===== src/rtl/fetch_pkg.sv =====
// Shared definitions for the instruction-fetch control path.
package fetch_pkg;

  localparam int unsigned FETCH_ADDR_WIDTH = 8;
  localparam int unsigned FETCH_DATA_WIDTH = 32;

  // Opcode field position inside an instruction word
  localparam int unsigned OPCODE_MSB   = 31;
  localparam int unsigned OPCODE_LSB   = 26;
  localparam int unsigned OPCODE_WIDTH = OPCODE_MSB - OPCODE_LSB + 1;

  localparam logic [OPCODE_WIDTH-1:0] HALT_OPCODE_DEFAULT = 6'h3F;

  // Fetch controller state encoding
  typedef enum logic [1:0] {
    ST_IDLE  = 2'd0,
    ST_FETCH = 2'd1,
    ST_HALT  = 2'd2
  } fetch_state_e;

endpackage


===== src/rtl/fetch_skid_fifo.sv =====
// Two-entry queue holding fetched {pc, instruction} pairs.
// Slot 0 is always the head; entries shift forward on pop.
module fetch_skid_fifo #(
  parameter int unsigned WIDTH = 40
) (
  input  logic             clk,
  input  logic             reset,
  input  logic             push,
  input  logic             pop,
  input  logic             flush,
  input  logic [WIDTH-1:0] din,
  output logic [1:0]       count,
  output logic [WIDTH-1:0] head
);

  logic [WIDTH-1:0] slot0_q, slot0_d;
  logic [WIDTH-1:0] slot1_q, slot1_d;
  logic [1:0]       count_q, count_d;

  // Next-state for storage and occupancy; flush overrides push/pop
  always_comb begin
    slot0_d = slot0_q;
    slot1_d = slot1_q;
    count_d = count_q;
    if (flush) begin
      count_d = '0;
    end else begin
      unique case ({push, pop})
        2'b10: begin
          if (count_q == 2'd0) slot0_d = din;
          else                 slot1_d = din;
          count_d = count_q + 2'd1;
        end
        2'b01: begin
          slot0_d = slot1_q;
          count_d = count_q - 2'd1;
        end
        2'b11: begin
          // occupancy unchanged; a full queue shifts and refills the tail
          if (count_q == 2'd2) begin
            slot0_d = slot1_q;
            slot1_d = din;
          end else begin
            slot0_d = din;
          end
        end
        default: ;
      endcase
    end
  end

  // Queue registers, cleared asynchronously
  always_ff @(posedge clk or negedge reset) begin
    if (!reset) begin
      slot0_q <= '0;
      slot1_q <= '0;
      count_q <= '0;
    end else begin
      slot0_q <= slot0_d;
      slot1_q <= slot1_d;
      count_q <= count_d;
    end
  end

  assign count = count_q;
  assign head  = slot0_q;

endmodule


===== src/rtl/fetch_sequencer.sv =====
// Instruction-fetch controller: owns the PC, addresses the combinational
// ROM, queues fetched words for decode, and handles redirect and HALT.
module fetch_sequencer
  import fetch_pkg::*;
#(
  parameter int unsigned              ADDR_WIDTH  = FETCH_ADDR_WIDTH,
  parameter int unsigned              DATA_WIDTH  = FETCH_DATA_WIDTH,
  parameter logic [ADDR_WIDTH-1:0]    RESET_PC    = '0,
  parameter logic [OPCODE_WIDTH-1:0]  HALT_OPCODE = HALT_OPCODE_DEFAULT
) (
  input  logic                  clk,
  input  logic                  reset,
  output logic [ADDR_WIDTH-1:0] rom_addr,
  input  logic [DATA_WIDTH-1:0] rom_data,
  input  logic                  redirect_en,
  input  logic [ADDR_WIDTH-1:0] redirect_addr,
  input  logic                  resume,
  output logic                  out_valid,
  input  logic                  out_ready,
  output logic [DATA_WIDTH-1:0] out_instr,
  output logic [ADDR_WIDTH-1:0] out_pc,
  output logic                  halted
);

  localparam int unsigned ENTRY_W = ADDR_WIDTH + DATA_WIDTH;

  fetch_state_e          state_q, state_d;
  logic [ADDR_WIDTH-1:0] pc_q, pc_d;

  logic [1:0]            count;
  logic [ENTRY_W-1:0]    head;
  logic                  push;
  logic                  pop;
  logic                  flush;
  logic                  halt_word;

  assign out_valid = (count != 2'd0);
  assign pop       = out_valid && out_ready;
  assign halt_word = (rom_data[OPCODE_MSB:OPCODE_LSB] == HALT_OPCODE);

  // Next state, PC and queue control; redirect outranks everything
  always_comb begin
    state_d = state_q;
    pc_d    = pc_q;
    push    = 1'b0;
    flush   = 1'b0;
    if (redirect_en) begin
      flush   = 1'b1;
      pc_d    = redirect_addr;
      state_d = ST_FETCH;
    end else begin
      unique case (state_q)
        ST_IDLE: state_d = ST_FETCH;
        ST_FETCH: begin
          // a full queue still accepts when decode drains the head this cycle
          if ((count != 2'd2) || pop) begin
            push = 1'b1;
            pc_d = pc_q + 1'b1;
            if (halt_word) state_d = ST_HALT;
          end
        end
        ST_HALT: begin
          if (resume) state_d = ST_FETCH;
        end
        default: state_d = ST_IDLE;
      endcase
    end
  end

  // State and PC registers, cleared asynchronously
  always_ff @(posedge clk or negedge reset) begin
    if (!reset) begin
      state_q <= ST_IDLE;
      pc_q    <= RESET_PC;
    end else begin
      state_q <= state_d;
      pc_q    <= pc_d;
    end
  end

  fetch_skid_fifo #(
    .WIDTH(ENTRY_W)
  ) u_queue (
    .clk   (clk),
    .reset (reset),
    .push  (push),
    .pop   (pop),
    .flush (flush),
    .din   ({pc_q, rom_data}),
    .count (count),
    .head  (head)
  );

  assign rom_addr  = pc_q;
  assign out_pc    = head[ENTRY_W-1:DATA_WIDTH];
  assign out_instr = head[DATA_WIDTH-1:0];
  assign halted    = (state_q == ST_HALT);

endmodule


===== config.mk =====
export PLATFORM = sky130hd
export DESIGN_NAME = fetch_sequencer
export DESIGN_NICKNAME = d
export VERILOG_FILES = /design/src/rtl/fetch_pkg.sv /design/src/rtl/fetch_skid_fifo.sv /design/src/rtl/fetch_sequencer.sv
export SDC_FILE = /design/constraint.sdc
export NUM_CORES = 1
export LEC_CHECK = 0
export ABC_AREA = 1
export BUFFER_PORTS_ARGS = -buffer_cell sky130_fd_sc_hd__buf_2
export CORE_MARGIN = 3
export CORE_UTILIZATION = 52
export CTS_CLUSTER_SIZE = 30
export DETAILED_ROUTE_END_ITERATION = 6
export PLACE_DENSITY = 0.74
export SYNTH_ARGS = -nofsm -noshare
export SYNTH_HDL_FRONTEND = slang
export SYNTH_HIERARCHICAL = 1
export SYNTH_SLANG_ARGS = --single-unit

===== constraint.sdc =====
create_clock -name clk -period 4.55 [get_ports clk]
set_clock_uncertainty 0.2 [all_clocks]
set_input_delay 0.6825 -clock clk [delete_from_list [all_inputs] [get_ports clk]]
set_output_delay 0.6825 -clock clk [all_outputs]
set_load 0.1 [all_outputs]

* Word-level counts from Yosys, hierarchy flattened
Cells that the tools add are included.
Storage, ports and cells: register bits after elaboration 92, bits in latches 0, memory bits (writable) 0, ROM bits 0, input port bits 45, output and inout port bits 50, word-level logic and storage cells 57, memories 0
Cells by class: add/subtract/negate cells 3, $mul 0, div/mod/pow operators 0, $lt $le $gt $ge 0, eq/ne operators 14, shifts and indexed selects 0, multiplexer cells 20, bitwise operators 1, reduce and logical (&&, ||, !) cells 14
Operators with widths (number):
- 2-to-1 mux 40 bit | 4
- one-hot mux 40 bit (3 select lines) | 1
- one-hot mux 40 bit (2 select lines) | 1
- 2-to-1 mux 8 bit | 3
- 2-to-1 mux 2 bit | 5
- inequality test 3 bit (second input constant) | 3
- adder 8 x 1 -> 8 bit (second input constant) | 1
- equality test 2 bit (second input constant) | 4
- nonzero test 2 bit | 4
- equality test 6 bit (second input constant) | 1
- one-hot mux 2 bit (3 select lines) | 1
- AND reduction 3 bit | 2
- nonzero test 3 bit | 2
- equality test 2 x 1 -> 1 bit (second input constant) | 2
- logical NOT 2 bit | 2
- 2-to-1 mux 1 bit | 4
- inequality test 2 x 1 -> 1 bit (second input constant) | 2
- inequality test 2 bit (second input constant) | 2
- one-hot mux 2 bit (2 select lines) | 1
- AND reduction 4 bit | 1
- adder 2 x 1 -> 2 bit (second input constant) | 1
- AND reduction 2 bit | 1
- subtractor 2 x 1 -> 2 bit (second input constant) | 1
- logical AND 1 bit | 1
- 2 further kinds | 2

* Logic depth before layout (Yosys ltp)
word-level depth 9, gate-level depth with buffers 11, depth with buffers taken out 10

* Modules after synthesis
The synthesis kept the hierarchy.
Modules (own cells, without submodules):
- fetch_skid_fifo | times used 1, cells each 502, area an instance 4045.1 um^2, seq. area each 2052.0 um^2
- fetch_sequencer | times used 1, cells each 109, area an instance 733.2 um^2, seq. area each 250.2 um^2

* Least setup slack after synthesis
No wires, ideal clock.
kind reg-to-output, start point register state_q[0], end point output port halted, arrival 1670 ps, data required time 3668 ps, setup slack 1998 ps, stages on the path, launching flop included 2, path buffers 0, cell sequence dfrtp_1 -> nor2_1
Between the ends: cells in the longest elaborated chain, start to end 1
Ends and longest elaborated chain:
- from (decl) | line fetch_sequencer.sv:27 | fetch_state_e state_q, state_d;
- from (signal assigned) | line fetch_sequencer.sv:76 | state_q <= state_d;
- equality test 2 bit | line fetch_sequencer.sv:97 | assign halted = (state_q == ST_HALT);
- to (decl) | line fetch_sequencer.sv:22 | output logic halted
No other way between the ends.

* Worst setup path after layout
start point register u_queue.count_q[1] (netlist: u_queue/count[1]), end point register u_queue.slot1_q[1]
Between the ends: cells in the longest elaborated chain, start to end 9, elaborated cells on any way between the ends 16, those cells by class 6 x eq/ne; 4 x mux; 6 x reduce/logical
Ends and longest elaborated chain:
- from (decl) | line fetch_skid_fifo.sv:18 | logic [1:0] count_q, count_d;
- from (signal assigned) | line fetch_skid_fifo.sv:61 | count_q <= count_d;
- nonzero test 2 bit * | line fetch_sequencer.sv:37 | assign out_valid = (count != 2'd0);
- logical AND 1 bit * | line fetch_sequencer.sv:38 | assign pop = out_valid && out_ready;
- named net pop | line fetch_sequencer.sv:33 | logic pop;
- logical OR 1 bit | line fetch_sequencer.sv:56 | if ((count != 2'd2) || pop) begin
- 2-to-1 mux 1 bit | line fetch_sequencer.sv:56
- 2-to-1 mux 1 bit | line fetch_sequencer.sv:52 | unique case (state_q)
- 2-to-1 mux 1 bit | line fetch_sequencer.sv:47 | if (redirect_en) begin
- equality test 2 bit | line fetch_skid_fifo.sv:28 | unique case ({push, pop})
- inequality test 2 x 1 -> 1 bit (no source line) (tied with other cells)
- AND reduction 4 bit (no source line)
- to (signal assigned) | line fetch_skid_fifo.sv:60 | slot1_q <= slot1_d;
- to (decl) | line fetch_skid_fifo.sv:17 | logic [WIDTH-1:0] slot1_q, slot1_d;
Mark *: on every way through the listed nets, which the timed path passes. The rest lies on a longest branch. A chain may end at the register's enable or synchronous reset.

==> metrics.yaml <==
outcome: "finished, final reports clean"
r2r_slack_ns: 1.55
worstSetupStartpoint: "u_queue/count[1]"
holdCritPathClass: "in -> async"
slew_viol_final: 0
hold_viol_final: 0
clock-sinks: 92
start_util_pct: 54.26
yosysMostFrequentCell: "nand2_1"
netlist_area_mm2: 0.004778
cts_htree_levels: 3
grt_pass1_wl_um: 18370
rr_worst_depth: 7
drcViolationCount: 0
synth_area_leader_cell: "dfrtp_1"
gr-total-overflow: 0
crit_path_end: "u_queue/slot1_q[1]"
die_height_um: 101.9
yosys-top-cells-area: "dfrtp_1, nand2_1, nand3_1"
cts-buffers-inserted: 9
layout.nets: 732
synthArstFlopShare_pct: 100.0
max_cap_violations: 0
die_width_um: 101.9
synth_seq_area_share_pct: 48.18
dp_hpwl_um: 6963
yosysUniqueCellTypes: 29
clockBufferDepth: 2
synth_enable_flop_cells: 0
drive_above_1_share_pct: 19.83
dr.pass1.iters: 4
crit_arrival_ns: 3.03
diodes: 0
ys_warn_count: 6
via_count: 4097
antenna_found_initial: 0
vias_per_cell: 5.128
syn2layout_area_growth_pct: 13.20
cts_hold_buf: 0
syn_area_per_cell_um2: 7.821
fmax_mhz: 333.7
rsz0062_at_grt: "no"
ctsResizeCount: 0
pin_count: 95
r2r-end: "u_queue/slot1_q[1]"
crit_type: "reg -> reg"
num_rows: 34
critPathLaunchType: "flip-flop"
ant_nets: 0
wire_per_inst_um: 13.50
synth-seq-cells: 92
syn_inst: 611
grt_usage_pct: 21.87
clk_latency_ns: 0.35
wl_met3_um: 573
yosys-top-cells-count: "nand2_1, nand3_1, dfrtp_1, inv_1, nand3b_1"
design.die.area_mm2: 0.01038
path_clk_slew_ns: 0.09
topRoutingLayerUsed: "met4"
grt_max_degree: 62
tightest_slew_ns: 1.178
core_area_mm2: 0.008806
root_buffer: "clkbuf_8"
portBuffers: 94
synth_fp_nets: 657
setup_violations: 0
place_congestion: 0.7750
critPathMaxFanout: 41
slew_headroom_pct: 21.30
drt_iter0_drc: 268
critPathCaptureType: "flip-flop"
min_period_ns: 2.996
first_global_vias: 3923
finalSetupTns_ns: 0
wirelength_met1_um: 5089
wl_met2_um: 5019
post-synth-top-area-fraction_pct: 48.18
cts_tree: "done"
required_ns: 4.59
fin_crit_sh_pct: 65.86
drt_wl_total_um: 10790
r2r-start: "u_queue/count[1]"
synthFlopType: "dfrtp_1"
post_cts_buffers: 0
## placed cells by master (no fill, tap or decap)
master | Yosys | final
ha_1 | 1 | 1
nand3b_1 | 40 | 40
bufinv_16 | 0 | 1
clkbuf_1 | 0 | 2
buf_4 | 6 | 5
a21oi_4 | 1 | 3
clkbuf_8 | 0 | 11
nand2_4 | 4 | 4
inv_4 | 1 | 1
nand3_2 | 3 | 3
nand2_2 | 3 | 3
nor2_1 | 6 | 6
nand4_1 | 1 | 1
nand3_1 | 96 | 96
o21bai_1 | 2 | 2
nor2_4 | 1 | 1
or2_1 | 1 | 1
o21ai_4 | 1 | 1
nand2_1 | 254 | 254
clkinvlp_4 | 0 | 2
nor2_2 | 2 | 2
inv_1 | 53 | 53
inv_2 | 6 | 6
xnor2_1 | 1 | 1
xor2_1 | 1 | 1
o21ai_0 | 4 | 4
buf_2 | 16 | 93
nor2_8 | 1 | 1
dfrtp_1 | 92 | 92
## worst min-delay path by stage
stage                              startpoint                  end  slack [ns]
final                                   reset     u_queue/head[18]        0.20
after global routing                    reset     u_queue/head[12]        0.26
after CTS                               reset     u_queue/head[18]        0.22
after detailed placement  u_queue/slot1_q[33]  u_queue/slot1_q[33]        0.25
after global placement    u_queue/slot1_q[12]  u_queue/slot1_q[12]        0.24
after floorplan                         reset          rom_addr[0]        0.19
## per-layer routing
| metal | track usage [%] | vias up |
|---|---|---|
| li1 | - | 2057 |
| met1 | 30.31 | 1915 |
| met3 | 3.208 | 9 |
| met4 | 6.458 | 0 |
| met2 | 36.02 | 116 |
| met5 | 0 | - |
## state kept, by name (all words and copies together), names as in the netlist
signal and flops:
state_q 2, rom_addr 8, u_queue/slot1_q 40, u_queue/count 2
u_queue/head 40
## critical path: stages (launching register included)
cell	delay, ns
dfrtp_1	0.52
inv_1	0.17
a21oi_4	0.22
inv_4	0.07
a21oi_4	0.89
nand2_4	0.51
nand2_1	0.19
nand2_1	0.07
## layout make-up
class | instances | area (um^2)
Clock inverter | 3 | 45.04
Timing Repair Buffer | 98 | 503.0
Inverter | 60 | 227.7
Tap cell | 108 | 135.1
Sequential cell | 92 | 2302
Fill cell | 806 | 3397
Multi-Input combinational cell | 425 | 2037
Clock buffer | 13 | 158.9
## cell families (layout without fill, tap and decap cells)
| kind of cell | after synthesis | count (layout) | share of synthesized area, % |
|---|---|---|---|
| xor gates and xnor gates | 2 | 2 | 0.3667 |
| and+or+nand+nor | 412 | 412 | 39.91 |
| DFF | 92 | 92 | 48.18 |
| buffers and inverters | 94 | 174 | 9.584 |
| adders and majority gates | 1 | 1 | 0.2618 |
| AOI/OAI and AO/OA | 10 | 10 | 1.702 |
## metrics by stage
step                area [um^2]  setup slack (ns)  hold slack, ns  utilization [%]  instances
CTS                        5409             1.560          0.2235            61.42        799
finish                     5409             1.554          0.2038            61.42        799
detailed placement         5205             1.419          0.2495            59.11        783
global route               5409             1.348          0.2609            61.42        799
floorplan                  4778             1.998          0.1869                -        611
global placement           5205             1.473          0.2449            59.11        783
Power is left out: the tool's default activity adds up to more than one toggle a clock period on the data nets, which glitch-free logic cannot reach.
